**src/rtl/timer_display_mux.sv**
```systemverilog
// ============================================================================
// Module   : timer_display_mux
// Purpose  : N-digit BCD seconds timer (up/down, preset, pause) with a
//            time-multiplexed, leading-zero-blanked 7-segment display.
// Revision : 1.0 - initial release
// ============================================================================
`default_nettype none

module timer_display_mux #(
    parameter int CLOCK_FREQ = 50_000,
    parameter int N_DIGITS   = 2,
    parameter int SCAN_DIV   = 50,
    parameter int BLANK_LZ   = 1
) (
    input  logic                    clk,
    input  logic                    rst,
    input  logic                    load,
    input  logic [4*N_DIGITS-1:0]   preset,
    input  logic                    dir,
    input  logic                    start,
    input  logic                    stop,
    output logic [4*N_DIGITS-1:0]   count_bcd,
    output logic                    running,
    output logic                    timeout,
    output logic [6:0]              seg,
    output logic [N_DIGITS-1:0]     an
);

    localparam int c_CW  = 4 * N_DIGITS;
    localparam int c_PW  = $clog2(CLOCK_FREQ);
    localparam int c_SW  = (SCAN_DIV > 1) ? $clog2(SCAN_DIV) : 1;
    localparam int c_IW  = (N_DIGITS > 1) ? $clog2(N_DIGITS) : 1;
    localparam logic [6:0] c_SEG_ZERO = 7'b1111110;

    typedef enum logic [1:0] {
        S_IDLE = 2'd0,
        S_RUN  = 2'd1,
        S_DONE = 2'd2
    } state_t;

    state_t            r_state;
    logic [c_CW-1:0]   r_count;
    logic [c_CW-1:0]   r_target;
    logic              r_dir;
    logic [c_PW-1:0]   r_presc;
    logic              r_running;
    logic              r_timeout;
    logic [c_SW-1:0]   r_scan;
    logic [c_IW-1:0]   r_idx;
    logic [N_DIGITS-1:0] r_an;
    logic [6:0]        r_seg;

    logic [c_CW-1:0]   w_preset_clamped;
    logic [c_CW-1:0]   w_count_inc;
    logic [c_CW-1:0]   w_count_dec;
    logic [c_CW-1:0]   w_next_count;
    logic [c_CW-1:0]   w_terminal;
    logic              w_tick;
    logic              w_scan_wrap;
    logic [c_IW-1:0]   w_idx_next;
    logic [3:0]        w_digit;
    logic              w_upper_zero;
    logic              w_blank;

    function automatic logic [6:0] f_decode(input logic [3:0] d);
        logic [6:0] s;
        case (d)
            4'd0:    s = 7'b1111110;
            4'd1:    s = 7'b0110000;
            4'd2:    s = 7'b1101101;
            4'd3:    s = 7'b1111001;
            4'd4:    s = 7'b0110011;
            4'd5:    s = 7'b1011011;
            4'd6:    s = 7'b1011111;
            4'd7:    s = 7'b1110000;
            4'd8:    s = 7'b1111111;
            4'd9:    s = 7'b1111011;
            default: s = 7'b0000000;
        endcase
        return s;
    endfunction

    // BCD clamp, increment and decrement, rippling carry/borrow digit by digit
    always_comb begin
        logic v_carry;
        logic v_borrow;
        w_preset_clamped = preset;
        w_count_inc      = r_count;
        w_count_dec      = r_count;
        v_carry          = 1'b1;
        v_borrow         = 1'b1;
        for (int k = 0; k < N_DIGITS; k++) begin
            if (preset[4*k +: 4] > 4'd9) begin
                w_preset_clamped[4*k +: 4] = 4'd9;
            end
            if (v_carry) begin
                if (r_count[4*k +: 4] >= 4'd9) begin
                    w_count_inc[4*k +: 4] = 4'd0;
                end else begin
                    w_count_inc[4*k +: 4] = r_count[4*k +: 4] + 4'd1;
                    v_carry = 1'b0;
                end
            end
            if (v_borrow) begin
                if (r_count[4*k +: 4] == 4'd0) begin
                    w_count_dec[4*k +: 4] = 4'd9;
                end else begin
                    w_count_dec[4*k +: 4] = r_count[4*k +: 4] - 4'd1;
                    v_borrow = 1'b0;
                end
            end
        end
    end

    assign w_terminal   = r_dir ? r_target : '0;
    assign w_next_count = r_dir ? w_count_inc : w_count_dec;
    assign w_tick       = (r_state == S_RUN) && (r_presc == c_PW'(CLOCK_FREQ - 1));

    always_ff @(posedge clk) begin
        if (rst) begin
            r_state   <= S_IDLE;
            r_count   <= '0;
            r_target  <= '0;
            r_dir     <= 1'b0;
            r_presc   <= '0;
            r_running <= 1'b0;
            r_timeout <= 1'b0;
        end else begin
            r_timeout <= 1'b0;
            if (load) begin
                r_target  <= w_preset_clamped;
                r_dir     <= dir;
                r_count   <= dir ? '0 : w_preset_clamped;
                r_presc   <= '0;
                r_state   <= S_IDLE;
                r_running <= 1'b0;
            end else if (stop) begin
                // Asserted stop also masks a simultaneous start
                if (r_state == S_RUN) begin
                    r_state   <= S_IDLE;
                    r_running <= 1'b0;
                end
            end else if (start && (r_state == S_IDLE)) begin
                if (r_count == w_terminal) begin
                    r_state   <= S_DONE;
                    r_timeout <= 1'b1;
                end else begin
                    r_state   <= S_RUN;
                    r_running <= 1'b1;
                end
            end else if (r_state == S_RUN) begin
                if (w_tick) begin
                    r_presc <= '0;
                    r_count <= w_next_count;
                    if (w_next_count == w_terminal) begin
                        r_state   <= S_DONE;
                        r_running <= 1'b0;
                        r_timeout <= 1'b1;
                    end
                end else begin
                    r_presc <= r_presc + c_PW'(1);
                end
            end
        end
    end

    assign w_scan_wrap = (r_scan == c_SW'(SCAN_DIV - 1));

    always_comb begin
        w_idx_next = r_idx;
        if (w_scan_wrap) begin
            w_idx_next = (r_idx == c_IW'(N_DIGITS - 1)) ? '0 : r_idx + c_IW'(1);
        end
    end

    // Select the digit to drive next and whether it is a leading zero
    always_comb begin
        w_digit      = 4'd0;
        w_upper_zero = 1'b1;
        for (int k = 0; k < N_DIGITS; k++) begin
            if (w_idx_next == c_IW'(k)) begin
                w_digit = r_count[4*k +: 4];
            end
            if ((c_IW'(k) >= w_idx_next) && (r_count[4*k +: 4] != 4'd0)) begin
                w_upper_zero = 1'b0;
            end
        end
    end

    assign w_blank = (BLANK_LZ != 0) && (w_idx_next != '0) && w_upper_zero;

    always_ff @(posedge clk) begin
        if (rst) begin
            r_scan <= '0;
            r_idx  <= '0;
            r_an   <= N_DIGITS'(1);
            r_seg  <= c_SEG_ZERO;
        end else begin
            r_scan <= w_scan_wrap ? '0 : r_scan + c_SW'(1);
            r_idx  <= w_idx_next;
            r_an   <= N_DIGITS'(1) << w_idx_next;
            r_seg  <= w_blank ? 7'b0000000 : f_decode(w_digit);
        end
    end

    assign count_bcd = r_count;
    assign running   = r_running;
    assign timeout   = r_timeout;
    assign seg       = r_seg;
    assign an        = r_an;

endmodule

`default_nettype wire

```
**config.mk**
```make
export PLATFORM = sky130hd
export DESIGN_NAME = timer_display_mux
export DESIGN_NICKNAME = d
export VERILOG_FILES = /design/src/rtl/timer_display_mux.sv
export SDC_FILE = /design/constraint.sdc
export NUM_CORES = 1
export LEC_CHECK = 0
export ABC_AREA = 1
export CELL_PAD_IN_SITES_DETAIL_PLACEMENT = 1
export CELL_PAD_IN_SITES_GLOBAL_PLACEMENT = 1
export CORE_MARGIN = 2
export CORE_UTILIZATION = 41
export DETAILED_ROUTE_END_ITERATION = 8
export HOLD_SLACK_MARGIN = 0.1
export PLACE_DENSITY = 0.84
export SETUP_SLACK_MARGIN = 0.2
export SYNTH_ARGS = -nofsm -noshare
export SYNTH_HDL_FRONTEND = slang
export SYNTH_SLANG_ARGS = --single-unit
```
**constraint.sdc**
```tcl
create_clock -name clk -period 2.51 [get_ports clk]
set_input_delay 0.3765 -clock clk [delete_from_list [all_inputs] [get_ports clk]]
set_output_delay 0.3765 -clock clk [all_outputs]
set_load 0.005 [all_outputs]
```
==> summary.md, run 1 <==
| Metric | Value |
|---|---|
| Hold Crit Start | `r_scan[5]` |
| Die ar. | `8822 µm²` |
| Worst EP required | `2740 ps` |
| DRC viols | `0` |
| Post-synthesis sequential element count | `52` |
| Cells along the critical path | `inv_1 > ha_2 > or2_0 > nand3_1 > nand2_1 > nand2_1 > nand2_1 > nor2_1 > nand3_1 > nor2_2 > nand3_4 > a21oi_1 > nor2_1` |
| Area Overhead vs Synth | `16.60%` |
| Number of global-route vias before repair | `3387` |
| CTS sink cnt | `52` |
| DP HPWL | `7608 µm` |
| Post-CTS Hold Buffers | `0` |
| Layout cells sized above 1 | `0.1217` |
| Worst skew pair latency | `320 ps` |
| Cell repeated most along the worst path | `nand2_1` |
| Area leader, netlist | `dfxtp_1` |
| Ys flop type | `dfxtp_1` |
| Clock buffer depth | `2` |
| Worst path bufs/invs | `1` |
| Post-synth EDFFs | `0` |
| CTS tree | `done` |
| Pre-antenna DRT Iters | `4` |
| Setup tns final | `0 ps` |
| Sw Ratio | `0.3400` |
| Root buffer cell | `clkbuf_8` |
| Synth top area cells | `dfxtp_1, nand2_1, ha_1` |
| RSZ-0062 raised after global routing | `yes` |
| Clock power share | `0.272` |
| Pin count of the biggest net entering global routing | `20` |
| Nets | `554` |
| Clock Skews | `9.884 ps` |
| Routed WL per cell | `15.34 µm` |
| Critical Path Start | `count_bcd[0]` |
| Synthesized area | `3316 µm²` |
| Crit Path Class | `flop to flop` |
| Placed Area | `3772 µm²` |
| Sequential power share | `0.473` |
| Worst Max-Slew Pin Slew | `750.2 ps` |
| Ys Warns | `0` |
| Initial DRC count | `174` |
| I/O pins | `33` |
| H-tree levels | `2` |
| Worst VDD drop | `354.3 µV` |
| Syn Inst Count | `486` |
| Initial core utilization | `0.4269` |
| Num CTS Buffers | `5` |
| Design Area, Final | `3866 µm²` |
| Worst hold path type | `flop to flop` |
| Unique cell type count in the Yosys netlist | `42` |
| First-pass GRT wire length | `15990 µm` |
| CP top delay family | `simple AND/OR/NAND/NOR gates` |
| Switch Pwr | `646.2 µW` |
| Crit end category | `flop` |
| Die width | `93.93 µm` |
| Final hold vios | `0` |
| Filler instances | `1032` |
| Total grt overflow | `0` |
| Total Wirelength | `9633 µm` |
| Synth async-reset ratio | `0` |
| Max-slew violations | `0` |
| Total GRT Usage | `0.2293` |
| Worst setup SP type | `flop` |
| Final setup fails | `0` |
| Sequential area share after synthesis | `0.3140` |
| Slew Limit Headroom | `0.4946` |
| Reg2reg start | `count_bcd[0]` |
| Pwr Density | `491.6 nW/µm²` |
| Syn Area/Cell | `6.822 µm²` |
| DR vias/cell | `5.264` |
| N_diodes | `0` |
| Status | `finished clean` |
| Comb power frac | `0.255` |
| Fmax | `461.6 MHz` |
| Cell Rows | `32` |
| Final ANT Viol Nets | `0` |
| Arrival time at the worst endpoint | `2390 ps` |
| Min cycle time layout | `2166 ps` |
| Largest stage delay on the critical path | `350 ps` |
| Slowest cell on crit path | `dfxtp_1` |
| Final worst path period share | `0.8631` |
| R2r setup slk | `340 ps` |
| Clk slew on worst S/H paths | `110 ps` |
| Initial antenna violation count | `0` |
| Max-cap violations | `0` |
| GP Congestion | `0.8490` |
| Leak Pwr | `1.740 nW` |
| Int Pwr | `1.254 mW` |
| Setup repair bufs after CTS | `0` |
| Post-synth net total | `515` |
| Number of I/O port buffers | `32` |
| Vias | `3306` |
| Die H | `93.93 µm` |
| Core Area | `7767 µm²` |
| Worst-path fanout max | `6` |
| Synth top area share | `0.3140` |
==> synth_stat cells (2+ instances only) <==
master,count
a211oi_1,2
a21oi_1,27
a31oi_1,3
a32o_1,2
buf_2,2
buf_4,5
buf_6,2
clkbuf_1,3
dfxtp_1,52
ha_1,15
inv_1,49
inv_2,9
inv_4,2
nand2_1,109
nand2_2,5
nand2_4,3
nand3_1,37
nand3_2,7
nand3_4,2
nand3b_1,2
nand4_1,12
nor2_1,49
nor2_2,3
nor2_4,3
nor3_1,8
nor4_1,4
o211ai_1,2
o21a_1,2
o21ai_0,30
o21ai_1,12
o21ai_2,3
or2_2,3
xnor2_1,2
xor2_1,7
==> worst min-delay path: stages (launching register included) <==
cell and delay (ps):
dfxtp_1 330, nand2_1 70, a21oi_1 60
==> worst paths after layout <==
| path | to | depth (start not counted) |
|---|---|---|
| worst max-delay path | r_state[1] | 13 |
| worst min-delay path | r_scan[5] | 2 |
| worst max register to register | r_state[1] | 13 |
| worst min register to register | r_scan[5] | 2 |
==> routing by layer <==
layer  track usage  wire, µm  share of wire  up-vias
met4       0.05797       128          0.013        0
met3       0.03451       300          0.031       10
met2        0.4208      4843           0.50       37
met1        0.2782      4361           0.45     1587
met5             0         0              0        -
li1              -         -              -     1672
==> registers in the layout, summed over array words and instances, names as in the netlist, 2 cells and up <==
register / count
r_scan: 6
r_state: 2
seg: 7
r_presc: 16
count_bcd: 8
r_target: 8
==> what timing repair did <==
action / CTS / global route
hold endpoints to repair: 0 / 0
resized for setup: 0 / 2
setup endpoints to repair: 0 / 8
==> cells by family (layout without fill, tap and decap cells) <==
group,count (synthesis),in the layout,share of synthesized area
flops,52,52,0.3140
fa+ha+maj,15,15,0.05660
simple gates,253,253,0.3706
xor+xnor,9,9,0.02377
compound gates,84,84,0.1400
buf+inv,73,113,0.09509
==> layout by cell type (no fill, tap or decap), types with 3 or more instances in the layout <==
| master | n |
|---|---|
| ha_1 | 14 |
| nor3_1 | 8 |
| dfxtp_1 | 52 |
| inv_1 | 49 |
| or2_2 | 3 |
| xor2_1 | 7 |
| nand2_1 | 109 |
| a21oi_1 | 27 |
| nand3_1 | 37 |
| clkdlybuf4s50_1 | 32 |
| nor2_2 | 3 |
| nand2_4 | 3 |
| nand2_2 | 5 |
| nand3_2 | 7 |
| o21ai_1 | 13 |
| buf_4 | 12 |
| nor2_1 | 49 |
| nor2_4 | 3 |
| nand4_1 | 12 |
| o21ai_2 | 3 |
| o21ai_0 | 29 |
| clkbuf_8 | 5 |
| a31oi_1 | 3 |
| inv_2 | 9 |
| nor4_1 | 4 |
==> power by group through the flow <==
stage / Combinational, mW / Sequential [mW] / Clock [mW]
3_3_place_gp: 0.463 / 0.916 / 0
5_1_grt: 0.542 / 0.905 / 0.556
3_5_place_dp: 0.480 / 0.919 / 0
4_1_cts: 0.483 / 0.899 / 0.528
6_report: 0.484 / 0.899 / 0.517
2_1_floorplan: 0.319 / 0.905 / 0
==> layout make-up <==
| class | instances | area (µm²) | area share |
|---|---|---|---|
| clock inverters | 3 | 22.52 | 0.005825 |
| inverters | 61 | 234.0 | 0.06052 |
| flip-flops and latches | 52 | 1041 | 0.2693 |
| well taps | 102 | 127.6 | 0.03301 |
| multi-input cells | 361 | 1962 | 0.5074 |
| repair buffers | 44 | 410.4 | 0.1061 |
| clock buffers | 5 | 68.82 | 0.01780 |
==> per-stage QoR <==
step | total power [mW] | hold slack (ps) | worst slack [ps] | utilization | std cells
floorplan | 1.224 | 428.1 | 449.9 | - | 486
global placement | 1.379 | 445.7 | 295.2 | 0.4857 | 620
detailed placement | 1.399 | 457.8 | 241.9 | 0.4857 | 620
CTS | 1.910 | 490.3 | 281.3 | 0.4974 | 628
global route | 2.002 | 503.6 | 182.8 | 0.4977 | 628
finish | 1.900 | 490.3 | 343.7 | 0.4977 | 628
(Power assumes the default switching activity.)
==> inputs of run 2 (changes only) <==
--- a/config.mk
+++ b/config.mk
@@ -6,6 +6,7 @@
 export NUM_CORES = 1
 export LEC_CHECK = 0
 export ABC_AREA = 1
+export CAP_MARGIN = 20
 export CELL_PAD_IN_SITES_DETAIL_PLACEMENT = 1
 export CELL_PAD_IN_SITES_GLOBAL_PLACEMENT = 1
 export CORE_MARGIN = 2
@@ -13,6 +14,7 @@
 export DETAILED_ROUTE_END_ITERATION = 8
 export HOLD_SLACK_MARGIN = 0.1
 export PLACE_DENSITY = 0.84
+export REMOVE_ABC_BUFFERS = 1
 export SETUP_SLACK_MARGIN = 0.2
 export SYNTH_ARGS = -nofsm -noshare
 export SYNTH_HDL_FRONTEND = slang
==> summary.md, run 2 (synthesis gave the netlist of run 1 again) <==
| Metric | Value |
|---|---|
| R2R depth | `13 (unchanged)` |
| Die ar. | `8822 µm² (unchanged)` |
| Max FFs per register | `16 (unchanged)` |
| Cells along the critical path | `inv_1 > ha_1 > or2_0 > nand3_1 > nand2_1 > nand2_1 > nand2_1 > nor2_1 > nand3_1 > nor2_4 > nand3_4 > a21oi_1 > nor2_1 (was inv_1 > ha_2 > or2_0 > nand3_1 > nand2_1 > nand2_1 > nand2_1 > nor2_1 > nand3_1 > nor2_2 > nand3_4 > a21oi_1 > nor2_1)` |
| Worst VDD drop | `283.4 µV (was 354.3 µV)` |
| Total Wirelength | `9187 µm (was 9633 µm)` |
| Setup tns final | `0 ps (unchanged)` |
| Final hold vios | `0 (unchanged)` |
| CTS tree | `done (unchanged)` |
| RSZ-0062 raised after global routing | `no (was yes)` |
| Final worst path period share | `0.8455 (was 0.8631)` |
| Most common cell after layout, fill and taps aside | `nand2_1 (unchanged)` |
| Final setup fails | `0 (unchanged)` |
| Min-Delay Path Depth | `1 (was 2)` |
| Worst skew pair latency | `320 ps (about the same)` |
| Root buffer cell | `clkbuf_8 (unchanged)` |
| Worst hold path type | `flop to flop (unchanged)` |
| Dpl cells | `620 (unchanged)` |
| Initial antenna violation count | `0 (unchanged)` |
| Hold Crit Endpoint | `r_target[2] (was r_scan[5])` |
| Worst-path fanout max | `6 (unchanged)` |
| R2r setup slk | `390 ps (was 340 ps)` |
| Nets | `554 (unchanged)` |
| Reg2reg start | `count_bcd[0] (unchanged)` |
| Leak Pwr | `1.741 nW (was 1.740 nW)` |
| Initial DRC count | `129 (was 174)` |
| Core Area | `7767 µm² (unchanged)` |
| Cell Rows | `32 (unchanged)` |
| Pwr Density | `487.6 nW/µm² (was 491.6 nW/µm²)` |
| CTS sink cnt | `52 (unchanged)` |
| Clk slew on worst S/H paths | `100 ps (was 110 ps)` |
| Fin Hold WS | `489.1 ps (was 490.3 ps)` |
| Die H | `93.93 µm (unchanged)` |
| Hold Crit Start | `r_target[2] (was r_scan[5])` |
| Initial core utilization | `0.4269 (unchanged)` |
| Met2 Track Usage GR | `0.3774 (was 0.4208)` |
| Most frequent cells in the layout | `nand2_1, dfxtp_1, inv_1, nor2_1, nand3_1 (unchanged)` |
| Worst R2R End | `r_state[1] (unchanged)` |
| Slew Limit Headroom | `0.5472 (was 0.4946)` |
| Clock Skews | `9.095 ps (was 9.884 ps)` |
| Layout cells sized above 1 | `0.1236 (was 0.1217)` |
| Vias | `3325 (was 3306)` |
| Crit end category | `flop (unchanged)` |
| GR Util met3 | `0.03531 (was 0.03451)` |
| H-tree levels | `2 (unchanged)` |
| Final ANT Viol Nets | `0 (unchanged)` |
| Number of global-route vias before repair | `3287 (was 3387)` |
| Max-cap violations | `0 (unchanged)` |
| Pre-CTS WS | `107.8 ps (was 241.9 ps)` |
| Routed WL per cell | `14.63 µm (was 15.34 µm)` |
| Pre-antenna DRT Iters | `4 (unchanged)` |
| Largest register by flop count | `r_presc (unchanged)` |
| GRT met1 Usage | `0.2975 (was 0.2782)` |
| Crit Path Class | `flop to flop (unchanged)` |
| Fmax | `471.2 MHz (was 461.6 MHz)` |
| Clock buffer depth | `2 (unchanged)` |
| Total grt overflow | `0 (unchanged)` |
| Die width | `93.93 µm (unchanged)` |
| DRC viols | `0 (unchanged)` |
| Worst EP required | `2730 ps (was 2740 ps)` |
| Most Crowded Layer GR | `met2 (unchanged)` |
| N_diodes | `0 (unchanged)` |
| Num CTS Buffers | `5 (unchanged)` |
| Arrival time at the worst endpoint | `2350 ps (was 2390 ps)` |
| Number of I/O port buffers | `32 (unchanged)` |
| I/O pins | `33 (unchanged)` |
| Worst Max-Slew Pin Slew | `672.2 ps (was 750.2 ps)` |
| DP HPWL | `7236 µm (was 7608 µm)` |
| Min cycle time layout | `2122 ps (was 2166 ps)` |
| Final Total Pwr | `1.887 mW (was 1.900 mW)` |
| Total GRT Usage | `0.2220 (was 0.2293)` |
| Non-filler cells, final | `628 (unchanged)` |
| Max-slew violations | `0 (unchanged)` |
| DR vias/cell | `5.295 (was 5.264)` |
| Slowest cell on crit path | `dfxtp_1 (unchanged)` |
| Pin count of the biggest net entering global routing | `20 (unchanged)` |
| Cell repeated most along the worst path | `nand2_1 (unchanged)` |
| Status | `finished clean (unchanged)` |
| Final worst slack | `387.7 ps (was 343.7 ps)` |
| Area Overhead vs Synth | `16.68% (was 16.60%)` |
| GP Congestion | `0.8463 (was 0.8490)` |
| First-pass GRT wire length | `15770 µm (was 15990 µm)` |
| Largest stage delay on the critical path | `360 ps (was 350 ps)` |
| Worst setup SP type | `flop (unchanged)` |
run 2: critical path: cells and delay by family, from the launching register on:
| family | cells | cell delay (ps) |
|---|---|---|
| simple gates | 10 | 1150 |
| fa+ha+maj | 1 | 300 |
| compound gates | 1 | 150 |
| flops | 1 | 360 |
| buf+inv | 1 | 70 |
run 2: report_power, final:
group | leakage (nW) | internal, mW | switching (mW) | total [mW]
clock | 0.0456 | 0.200 | 0.306 | 0.506
combinational | 1.27 | 0.192 | 0.288 | 0.480
sequential | 0.426 | 0.861 | 0.0401 | 0.901
total | 1.74 | 1.25 | 0.633 | 1.89
run 2: worst max path at each step:
stage	startpoint	to
6_report	count_bcd[0]	r_state[1]
5_1_grt	count_bcd[0]	r_state[1]
4_1_cts	count_bcd[4]	r_state[1]
3_5_place_dp	count_bcd[4]	r_state[1]
3_3_place_gp	count_bcd[4]	r_state[1]
2_1_floorplan	count_bcd[0]	r_state[1]
run 2: final cells by class:
cell class                 count  area [µm²]
tap                          102       127.6
timing repair buffer          44       410.4
sequential                    52        1044
multi-input combinational    361        1964
inverter                      61       236.5
clock inverter                 2       13.76
fill                        1061        3899
clock buffer                   6       72.57
run 2: through the flow:
stage,instance area (µm²),util
CTS,3860,0.4969
detailed placement,3772,0.4857
global route,3869,0.4981
global placement,3772,0.4857
finish,3869,0.4981
floorplan,3234,-
run 2: layer usage:
layer  up-vias  wire length, µm
li1       1667                -
met1      1597             4440
met2        53             4354
met3         8              310
met4         0               82
met5         -                0
run 2: what timing repair did:
| action | CTS | global route |
|---|---|---|
| resized for setup | 1 | 5 |
| setup endpoints to repair | 3 | 8 |
| hold buffers | 0 | 0 |
| buffers inserted | 0 | 0 |
| pin swaps | 0 | 0 |
